### src/rtl/dac_pkg.sv
// Shared constants for the DAC waveform generator: code width, mode encoding, FSM states.
package dac_pkg;

    localparam int unsigned DAC_DATA_W = 12;

    localparam logic [1:0] MODE_CONST = 2'b00;
    localparam logic [1:0] MODE_SAW   = 2'b01;
    localparam logic [1:0] MODE_TRI   = 2'b10;
    localparam logic [1:0] MODE_SQR   = 2'b11;

    typedef enum logic {
        ST_IDLE = 1'b0,
        ST_RUN  = 1'b1
    } state_e;

endpackage

### src/rtl/dac_wave_gen_if.sv
// Sample handshake between the waveform generator (master) and the DAC serial driver (slave).
interface dac_wave_gen_if
    import dac_pkg::*;
#(
    parameter int unsigned DATA_W = DAC_DATA_W
);
    logic [DATA_W-1:0] code;
    logic              code_valid;
    logic              code_ready;

    modport master (output code, output code_valid, input code_ready);
    modport slave  (input code, input code_valid, output code_ready);
endinterface

### src/rtl/dac_rate_tick.sv
// Sample-period down-counter: tick fires when the count is 0 while running, then reloads.
module dac_rate_tick #(
    parameter int unsigned DIV_W = 16
) (
    input  logic             clk,
    input  logic             rst,
    input  logic             load,
    input  logic             clear,
    input  logic             run,
    input  logic [DIV_W-1:0] reload,
    output logic             tick
);
    logic [DIV_W-1:0] cnt_q;

    assign tick = run && (cnt_q == '0);

    always_ff @(posedge clk) begin
        if (rst || clear) begin
            cnt_q <= '0;
        end else if (load || tick) begin
            cnt_q <= reload;
        end else if (run) begin
            cnt_q <= cnt_q - DIV_W'(1);
        end
    end
endmodule

### src/rtl/dac_wave_gen.sv
// Waveform code generator (const/saw/triangle/square) feeding the DAC7611 driver.
// Define DAC_WAVE_OVERRUN_CNT_EN to build the saturating overrun counter.
module dac_wave_gen
    import dac_pkg::*;
#(
    parameter int unsigned DATA_W = DAC_DATA_W,
    parameter int unsigned DIV_W  = 16
) (
    input  logic              clk_X4,
    input  logic              rst,
    input  logic              enable,
    input  logic [1:0]        mode,
    input  logic [DATA_W-1:0] lo,
    input  logic [DATA_W-1:0] hi,
    input  logic [DATA_W-1:0] step,
    input  logic [DIV_W-1:0]  period,
    dac_wave_gen_if.master    code_if,
    output logic              overrun,
    output logic [7:0]        overrun_cnt
);
    state_e            state_q, state_d;
    logic [1:0]        mode_q, mode_d;
    logic [DATA_W-1:0] acc_q, acc_d, code_q, code_d, next_val;
    logic              dir_q, dir_d, next_dir;   // dir=1 is up; doubles as square phase
    logic              valid_q, valid_d, overrun_q, overrun_d;
    logic              load, clear, run, tick, transfer;
    logic [DIV_W-1:0]  reload;
    logic [DATA_W:0]   sum, lo_step;

    assign reload   = (period == '0) ? '0 : period - DIV_W'(1);
    assign run      = (state_q == ST_RUN) && enable;
    assign transfer = valid_q && code_if.code_ready;
    assign sum      = {1'b0, acc_q} + {1'b0, step};
    assign lo_step  = {1'b0, lo} + {1'b0, step};

    dac_rate_tick #(.DIV_W(DIV_W)) u_rate_tick (
        .clk    (clk_X4),
        .rst    (rst),
        .load   (load),
        .clear  (clear),
        .run    (run),
        .reload (reload),
        .tick   (tick)
    );

    always_comb begin
        next_val = lo;
        next_dir = dir_q;
        if (lo <= hi) begin
            unique case (mode_q)
                MODE_SAW: begin
                    if (step != '0 && sum <= {1'b0, hi}) next_val = sum[DATA_W-1:0];
                end
                MODE_TRI: begin
                    if (step == '0) begin
                        next_dir = 1'b1;
                    end else if (dir_q) begin
                        if (sum >= {1'b0, hi}) begin
                            next_val = hi;
                            next_dir = 1'b0;
                        end else begin
                            next_val = sum[DATA_W-1:0];
                        end
                    end else if ({1'b0, acc_q} <= lo_step) begin
                        next_dir = 1'b1;
                    end else begin
                        next_val = acc_q - step;
                    end
                end
                MODE_SQR: begin
                    next_val = dir_q ? hi : lo;
                    next_dir = ~dir_q;
                end
                default: next_val = lo;
            endcase
        end
    end

    always_comb begin
        state_d   = state_q;
        mode_d    = mode_q;
        acc_d     = acc_q;
        dir_d     = dir_q;
        code_d    = code_q;
        valid_d   = valid_q;
        overrun_d = 1'b0;
        load      = 1'b0;
        clear     = 1'b0;
        unique case (state_q)
            ST_IDLE: begin
                if (enable) begin
                    state_d = ST_RUN;
                    mode_d  = mode;
                    acc_d   = lo;
                    dir_d   = 1'b1;
                    code_d  = lo;
                    valid_d = 1'b1;
                    load    = 1'b1;
                end
            end
            ST_RUN: begin
                if (!enable) begin
                    state_d = ST_IDLE;
                    valid_d = 1'b0;
                    acc_d   = lo;
                    clear   = 1'b1;
                end else begin
                    if (transfer) valid_d = 1'b0;
                    if (tick) begin
                        // acc advances even when the sample is dropped, keeping the wave on time
                        acc_d = next_val;
                        dir_d = next_dir;
                        if (!valid_q || transfer) begin
                            code_d  = next_val;
                            valid_d = 1'b1;
                        end else begin
                            overrun_d = 1'b1;
                        end
                    end
                end
            end
            default: state_d = ST_IDLE;
        endcase
    end

    always_ff @(posedge clk_X4) begin
        if (rst) begin
            state_q   <= ST_IDLE;
            mode_q    <= MODE_CONST;
            acc_q     <= '0;
            dir_q     <= 1'b1;
            code_q    <= '0;
            valid_q   <= 1'b0;
            overrun_q <= 1'b0;
        end else begin
            state_q   <= state_d;
            mode_q    <= mode_d;
            acc_q     <= acc_d;
            dir_q     <= dir_d;
            code_q    <= code_d;
            valid_q   <= valid_d;
            overrun_q <= overrun_d;
        end
    end

    assign code_if.code       = code_q;
    assign code_if.code_valid = valid_q;
    assign overrun            = overrun_q;

`ifdef DAC_WAVE_OVERRUN_CNT_EN
    logic [7:0] ovr_cnt_q;

    always_ff @(posedge clk_X4) begin
        if (rst || (state_q == ST_IDLE && enable)) begin
            ovr_cnt_q <= '0;
        end else if (overrun_d && ovr_cnt_q != 8'hff) begin
            ovr_cnt_q <= ovr_cnt_q + 8'd1;
        end
    end

    assign overrun_cnt = ovr_cnt_q;
`else
    assign overrun_cnt = '0;
`endif
endmodule

### src/flat_wrapper.sv
// flat-port wrapper written by rule: the top's interface ports become plain ports
module dac_wave_gen_flat import dac_pkg::*;
#(
    parameter int unsigned DATA_W = DAC_DATA_W,
    parameter int unsigned DIV_W  = 16
)
  (clk_X4, rst, enable, mode, lo, hi, step, period, overrun, overrun_cnt, code_if_code, code_if_code_valid, code_if_code_ready);
  dac_wave_gen_if #(.DATA_W(DATA_W)) code_if_i ();
  input  logic clk_X4;
  input  logic rst;
  input  logic enable;
  input  logic [1:0] mode;
  input  logic [DATA_W-1:0] lo;
  input  logic [DATA_W-1:0] hi;
  input  logic [DATA_W-1:0] step;
  input  logic [DIV_W-1:0] period;
  output logic overrun;
  output logic [7:0] overrun_cnt;
  output wire logic [$bits(code_if_i.code)-1:0] code_if_code;
  output wire logic [$bits(code_if_i.code_valid)-1:0] code_if_code_valid;
  input wire logic [$bits(code_if_i.code_ready)-1:0] code_if_code_ready;
  assign code_if_code = code_if_i.code;
  assign code_if_code_valid = code_if_i.code_valid;
  assign code_if_i.code_ready = code_if_code_ready;
  dac_wave_gen #(.DATA_W(DATA_W), .DIV_W(DIV_W)) u_core (.clk_X4(clk_X4), .rst(rst), .enable(enable), .mode(mode), .lo(lo), .hi(hi), .step(step), .period(period), .code_if(code_if_i), .overrun(overrun), .overrun_cnt(overrun_cnt));
endmodule
### config.mk
export PLATFORM = sky130hd
export DESIGN_NAME = dac_wave_gen_flat
export DESIGN_NICKNAME = d
export VERILOG_FILES = /design/src/rtl/dac_pkg.sv /design/src/rtl/dac_wave_gen_if.sv /design/src/rtl/dac_rate_tick.sv /design/src/rtl/dac_wave_gen.sv /design/src/flat_wrapper.sv
export SDC_FILE = /design/constraint.sdc
export NUM_CORES = 1
export LEC_CHECK = 0
export CORE_UTILIZATION = 61
export DETAILED_ROUTE_END_ITERATION = 8
export GPL_TIMING_DRIVEN = 0
export MAX_ROUTING_LAYER = met4
export PLACE_DENSITY = 0.95
export SYNTH_ARGS = -nofsm -noshare
export SYNTH_HDL_FRONTEND = slang
export SYNTH_SLANG_ARGS = --single-unit
### constraint.sdc
create_clock -name clk_X4 -period 15 [get_ports clk_X4]
set_clock_uncertainty 0.2 [all_clocks]
set_input_delay 3 -clock clk_X4 [delete_from_list [all_inputs] [get_ports clk_X4]]
set_output_delay 3 -clock clk_X4 [all_outputs]
set_load 0.005 [all_outputs]
==> metrics.yaml, run 1 <==
worst_setup_path:
  crit_top_cell: "a21oi_1"
  worst-setup-path-type: "in -> reg"
  critical-path-top-delay-family: "compound AO/OA/AOI/OAI gates"
  maximum_fanout_encountered_on_the_critical_timing_path: 9
  endpoint_kind: "flip-flop"
  worst-path-stages: 20
  cpPeakStageDelay_ns: 0.84
  cp-start-kind: "primary input"
  cp.arrival_ns: 9.07
  worstPathBufferInverterCount: 3
  required_ns: 14.99
  critical_path.slowest_cell: "a211oi_1"
  r2r.worst_path.cells: 18
  crit_chain: "clkdlybuf4s50_1 > inv_1 > ha_1 > clkbuf_1 > a221oi_1 > o41ai_1 > o21ai_0 > a21oi_1 > o21bai_1 > xnor2_1 > ha_1 > a21o_1 > a21oi_1 > o221ai_1 > nand2_1 > a31oi_1 > a211oi_1 > nand3_1 > a22oi_1 > a21oi_1"
power_and_ir_drop:
  maximum_vdd_drop_v: 0.0000647
  powerDensity_nw_per_um2: 79.1
  cellLeakagePower_nw: 2.77
floorplanning:
  io-pin-count: 80
  design.core.area_um2: 8850
  floorplan.die.width_um: 98.1
  floorplan.die_area_um2: 9620
  floorplan.die.height_um: 98.1
  fp-row-count: 34
  initial_core_util_pct: 63.6
clocking:
  post_cts_hold_buffer_count: 0
  clock_path_buffers: 2
  cts-resized-gates: 0
  number_of_buffers_added_by_the_clock_tree_synthesis_step: 5
  clock_sinks: 46
  cts_max_level: 2
  worstSkewPairLatency_ns: 0.31
  clock_tree_from_tritoncts: "yes"
  postCtsSetupBuffers: 0
  clock-root-buffer: "clkbuf_8"
  clock_pin_slew_worst_setup_and_hold_paths_ns: 0.10
global_route:
  global_route.overflow_total: 0
  grt_antenna_before_repair: 0
  groute.usage.overall_pct: 40.9
  grt_pass1_vias: 6067
  first_pass_grt_wire_length_um: 30400
  largest_net_degree_at_the_start_of_global_routing: 16
yosys:
  yosys_most_used_dff: "dfxtp_1"
  number_of_distinct_library_cell_variants_in_the_gate_level_netlist_after_synthesis: 73
  asyncSetResetFlopFracSynth_pct: 0
  total_standard_cell_area_after_synthesis_um2: 5630
  synth.yosys.warnings: 0
  yosysSeqAreaShare_pct: 16.4
  syn-mean-instance-area_um2: 7.39
  synth_seq_cells: 46
  synth-edff-count: 0
  synthesis.instances: 762
finish:
  finalNetCount: 979
  antenna_cells: 0
  multi_input_gate_area_um2: 4330
  drive_above_1_share_pct: 4.61
  regArea_um2: 921
  leading_cell_type_in_the_layout_fill_and_taps_excluded: "nor2_1"
  most-common-layout-cells: "nor2_1 (76), ha_1 (73), clkdlybuf4s50_1 (69), inv_1 (55), a21oi_1 (51)"
  filler_cell_count: 698
  area_delta_synth_final_pct: 16.7
place:
  port_buffers: 69
  globalplace.congestion: 1.01
  detailed_place_hpwl_um: 15600
timing:
  unrepaired_setup_endpoints_after_global_routing: "false"
  finalCritPeriodShare_pct: 60.5
  finalSetupViolCount: 0
  final-hold-violation-count: 0
  drv_slew: 0
  fin_crit_ns: 9.07
  hold_ws_ns: 0.316
  timing.slew.headroom_pct: 33.6
  setup_tns_ns: 0
  worst_pin_slew_ns: 0.990
  achievable-frequency_mhz: 110
flow_run:
  drv.max_cap_violation_count: 0
routing:
  via_per_inst: 6.77
  postRouteAntennaNets: 0
  wl_per_cell_um: 20.2
  detailedRoute.firstIterationViolations: 609
  route.final.wire_length_um: 19300
  remaining_drc_errors: 6
  drt-pass1-iter-count: 8
  number_of_vias_in_the_routed_layout: 6456
run_status:
  result_of_the_run: "complete, but fails checks"
  failed_checks: "design-rule violations"
min_path:
  timing.hold.worst_path_depth: 2
  worst_hold_path_type: "reg -> reg"
final cells by class:
type	instances	share of cell area (%)
Inverter	56	3.20
Tap cell	108	2.06
Timing Repair Buffer	69	10.5
Clock buffer	5	1.05
Multi-Input combinational cell	627	65.9
Sequential cell	46	14.0
Clock inverter	3	0.286
Buffer	40	3.01
where the power goes:
part | leakage, nW | switching, mW | internal (mW)
Combinational | 2.34 | 0.172 | 0.120
Sequential | 0.380 | 0.0119 | 0.134
Clock | 0.0483 | 0.0484 | 0.0330
sequential cells by signal (all words and copies together) (netlist names):
| signal | cells |
|---|---|
| u_core.code_if.code | 12 |
| u_core.acc_q | 12 |
| u_core.state_q | 1 |
| u_core.mode_q | 2 |
| u_core.u_rate_tick.cnt_q | 16 |
| u_core.code_if.code_valid | 1 |
| u_core.dir_q | 1 |
| u_core.overrun | 1 |
cell families after synthesis:
group	after synthesis	share of synthesized area (%)
buffers and inverters	96	7.24
xor gates and xnor gates	38	5.91
muxes	5	0.889
and+or+nand+nor	257	22.9
DFF	46	16.4
other	1	0.0666
AOI/OAI and AO/OA	243	29.3
adders and majority gates	76	17.3
layer usage:
layer  wire length [um]  GRT usage, %  share of wire [%]
met1               7840          50.3                 41
met2               8920          67.8                 46
met3               1820          5.08                9.5
met4                678          16.1                3.5
met5                  0             -                  0
through the flow:
stage,power (mW),setup WS (ns),util (%),instance area (um^2),instances
6_report,0.520,5.93,74.3,6570,954
5_1_grt,0.551,5.68,74.3,6570,954
3_5_place_dp,0.430,5.87,73.3,6480,946
3_3_place_gp,0.420,5.81,73.3,6480,946
4_1_cts,0.510,6.18,74.3,6570,954
2_1_floorplan,0.338,7.82,-,5660,769
path summary, 6_finish.rpt:
check	start	end	slack (ns)
setup / recovery	step[2]	u_core.code_if.code[6]$_SDFFE_PP0P_	5.93
hold / removal	u_core.u_rate_tick.cnt_q[12]$_SDFFE_PP0P_	u_core.u_rate_tick.cnt_q[12]$_SDFFE_PP0P_	0.32
setup reg to reg	u_core.acc_q[2]$_SDFFE_PP0P_	u_core.code_if.code[6]$_SDFFE_PP0P_	8.82
hold reg to reg	u_core.u_rate_tick.cnt_q[12]$_SDFFE_PP0P_	u_core.u_rate_tick.cnt_q[12]$_SDFFE_PP0P_	0.32
tightest hold or removal path, cell delays in order, from the launching register on:
cell and delay (ns):
dfxtp_1 0.35, nand2_1 0.07, a21oi_1 0.05
Yosys cell counts, types with 5 or more instances:
cell type / n / area, um^2
nor2_1: 76 / 285
ha_1: 73 / 913
inv_1: 55 / 206
a21oi_1: 51 / 255
dfxtp_1: 46 / 921
nand2_1: 40 / 150
nand3_1: 27 / 135
nor3_1: 26 / 130
o21ai_0: 26 / 130
clkbuf_1: 25 / 93.8
xnor2_1: 25 / 219
o21ai_1: 22 / 110
a22oi_1: 20 / 150
nand2b_1: 14 / 87.6
xor2_1: 13 / 114
a21o_1: 12 / 90.1
nor4_1: 11 / 68.8
or3_1: 11 / 68.8
a211oi_1: 10 / 75.1
a31oi_1: 10 / 62.6
o22ai_1: 10 / 62.6
buf_4: 9 / 67.6
nor3b_1: 8 / 60.1
a221oi_1: 7 / 61.3
nand4_1: 7 / 43.8
or2_2: 7 / 43.8
a311oi_1: 6 / 52.6
a32oi_1: 6 / 52.6
nor2b_1: 6 / 37.5
a41oi_1: 5 / 43.8
buf_2: 5 / 25.0
mux2i_1: 5 / 50.1
o21a_1: 5 / 37.5
o32ai_1: 5 / 43.8
o41ai_1: 5 / 43.8
or4_1: 5 / 37.5
Note: power is estimated with default switching activity, not from simulation.
==> run 2, diff against run 1 <==
--- a/config.mk
+++ b/config.mk
@@ -5,11 +5,11 @@
 export SDC_FILE = /design/constraint.sdc
 export NUM_CORES = 1
 export LEC_CHECK = 0
-export CORE_UTILIZATION = 61
+export CORE_UTILIZATION = 51
 export DETAILED_ROUTE_END_ITERATION = 8
 export GPL_TIMING_DRIVEN = 0
 export MAX_ROUTING_LAYER = met4
-export PLACE_DENSITY = 0.95
+export PLACE_DENSITY = 0.86
 export SYNTH_ARGS = -nofsm -noshare
 export SYNTH_HDL_FRONTEND = slang
 export SYNTH_SLANG_ARGS = --single-unit
==> constraint.sdc (replaced) <==
create_clock -name clk_X4 -period 8.1 [get_ports clk_X4]
set_clock_uncertainty 0.2 [all_clocks]
set_input_delay 1.62 -clock clk_X4 [delete_from_list [all_inputs] [get_ports clk_X4]]
set_output_delay 1.62 -clock clk_X4 [all_outputs]
set_load 0.005 [all_outputs]
==> metrics.yaml, run 2 (synthesis gave the netlist of run 1 again) <==
run_status:
  result_of_the_run: "complete, no violations"
worst_setup_path:
  cpPeakStageDelay_ns: 0.71
  critical-path-top-delay-family: "compound AO/OA/AOI/OAI gates"
  critical_path.slowest_cell: "a211oi_1"
  crit-reg2reg-launch: "u_core.acc_q[2]$_SDFFE_PP0P_"
  worstPathBufferInverterCount: 3
  cp.arrival_ns: 7.18
  endpoint_kind: "flip-flop"
  r2r.worst_path.cells: 17
  crit_chain: "clkdlybuf4s50_1 > inv_1 > ha_1 > clkbuf_1 > a221oi_1 > o41ai_1 > o21ai_0 > a21oi_1 > o21bai_1 > xnor2_1 > ha_1 > nand3_1 > or4_1 > nand2_1 > a31oi_1 > a211oi_1 > nand3_1 > a221oi_1 > nor3_1"
  maximum_fanout_encountered_on_the_critical_timing_path: 9
  cp-start-kind: "primary input"
  regToRegEndpoint: "u_core.acc_q[3]$_SDFFE_PP0P_"
  required_ns: 8.08
  setup.reg_to_reg.worst_slack_ns: 2.44
  worst-setup-path-type: "in -> reg"
global_route:
  global_route.overflow_total: 0
  grt_pass1_vias: 5552
  first_pass_grt_wire_length_um: 27300
  largest_net_degree_at_the_start_of_global_routing: 15
  groute.usage.overall_pct: 30.6
  grt_antenna_before_repair: 0
clocking:
  post_cts_hold_buffer_count: 0
  cts-resized-gates: 0
  clock_path_buffers: 2
  clock-root-buffer: "clkbuf_8"
  clock_sinks: 46
  worstSkewPairLatency_ns: 0.30
  number_of_buffers_added_by_the_clock_tree_synthesis_step: 5
  postCtsSetupBuffers: 0
  clock_tree_from_tritoncts: "yes"
  cts_max_level: 2
  clock_pin_slew_worst_setup_and_hold_paths_ns: 0.09
timing:
  worst_pin_slew_ns: 0.836
  timing.slew.headroom_pct: 43.5
  fin_crit_ns: 7.20
  achievable-frequency_mhz: 139
  final-hold-violation-count: 0
  unrepaired_setup_endpoints_after_global_routing: "false"
  hold_ws_ns: 0.298
  setup_tns_ns: 0
  finalCritPeriodShare_pct: 88.9
  finalSetupViolCount: 0
  drv_slew: 0
finish:
  fin_area_um2: 6600
  largest_register_ffs: 16
  antenna_cells: 0
  largest_register: "u_core.u_rate_tick.cnt_q"
  area_delta_synth_final_pct: 17.3
  finalNetCount: 979
  most-common-layout-cells: "nor2_1 (76), ha_1 (73), clkdlybuf4s50_1 (69), inv_1 (55), a21oi_1 (51)"
  leading_cell_type_in_the_layout_fill_and_taps_excluded: "nor2_1"
  utilization_pct: 62.8
  drive_above_1_share_pct: 4.49
floorplanning:
  floorplan.die_area_um2: 11500
  design.core.area_um2: 10500
  floorplan.die.width_um: 107
  io-pin-count: 80
  fp-row-count: 37
  initial_core_util_pct: 53.6
  floorplan.die.height_um: 107
place:
  detailed_place_hpwl_um: 13600
  globalplace.congestion: 0.983
  port_buffers: 69
  postPlaceCellArea_um2: 6520
routing:
  postRouteAntennaNets: 0
  drt-pass1-iter-count: 5
  remaining_drc_errors: 0
  detailedRoute.firstIterationViolations: 640
  route.final.wire_length_um: 16900
  number_of_vias_in_the_routed_layout: 6117
  via_per_inst: 6.23
  wl_per_cell_um: 17.3
flow_run:
  drv.max_cap_violation_count: 0
min_path:
  timing.hold.worst_path_depth: 2
  worst_hold_path.endpoint: "u_core.u_rate_tick.cnt_q[12]$_SDFFE_PP0P_"
  worst_hold_path_type: "reg -> reg"
  hp-start: "u_core.u_rate_tick.cnt_q[12]$_SDFFE_PP0P_"
power_and_ir_drop:
  powerDensity_nw_per_um2: 141
  maximum_vdd_drop_v: 0.0000883
  cellLeakagePower_nw: 2.76
run 2: how the worst max path moves through the flow:
stage	from	end	slack, ns	depth (start not counted)
floorplan	step[2]	u_core.acc_q[7]$_SDFFE_PP0P_	2.30	19
global placement	step[2]	u_core.code_if.code[6]$_SDFFE_PP0P_	0.73	19
detailed placement	lo[1]	u_core.acc_q[3]$_SDFFE_PP0P_	0.78	21
CTS	lo[1]	u_core.acc_q[3]$_SDFFE_PP0P_	1.06	21
global route	step[2]	u_core.acc_q[1]$_SDFFE_PP0P_	0.55	19
finish	step[2]	u_core.acc_q[3]$_SDFFE_PP0P_	0.90	19
run 2: cell type report:
cell class,instances,area [um^2]
multi-input cells,627,4330
fillers,973,3910
flip-flops and latches,46,921
repair buffers,69,691
inverters,56,210
plain buffers,40,198
well taps,136,170
clock buffers,6,72.6
clock inverters,2,13.8
run 2: worst min-delay path, stage by stage, from the launching register on:
cell and delay (ns):
dfxtp_1 0.35, nand2_1 0.06, a21oi_1 0.05
run 2: metrics by stage:
stage          std cells  setup WS [ns]  total power, mW
4_1_cts              982           1.06            0.921
3_3_place_gp         974          0.728            0.771
6_report             982          0.900            0.932
5_1_grt              982          0.553            0.997
2_1_floorplan        769           2.30            0.626
3_5_place_dp         974          0.775            0.777
run 2: power breakdown:
group	internal, mW	leakage (nW)	switching, mW
logic	0.220	2.34	0.295
registers	0.249	0.380	0.0223
clock network	0.0612	0.0452	0.0847
run 2: routing by layer:
metal / global-route usage (%) / share of wire (%) / vias to the layer above
met5: - / 0 / -
met2: 48.9 / 45 / 312
met1: 40.4 / 44 / 2763
li1: - / - / 2996
met3: 3.83 / 9.3 / 46
met4: 9.30 / 2.6 / 0
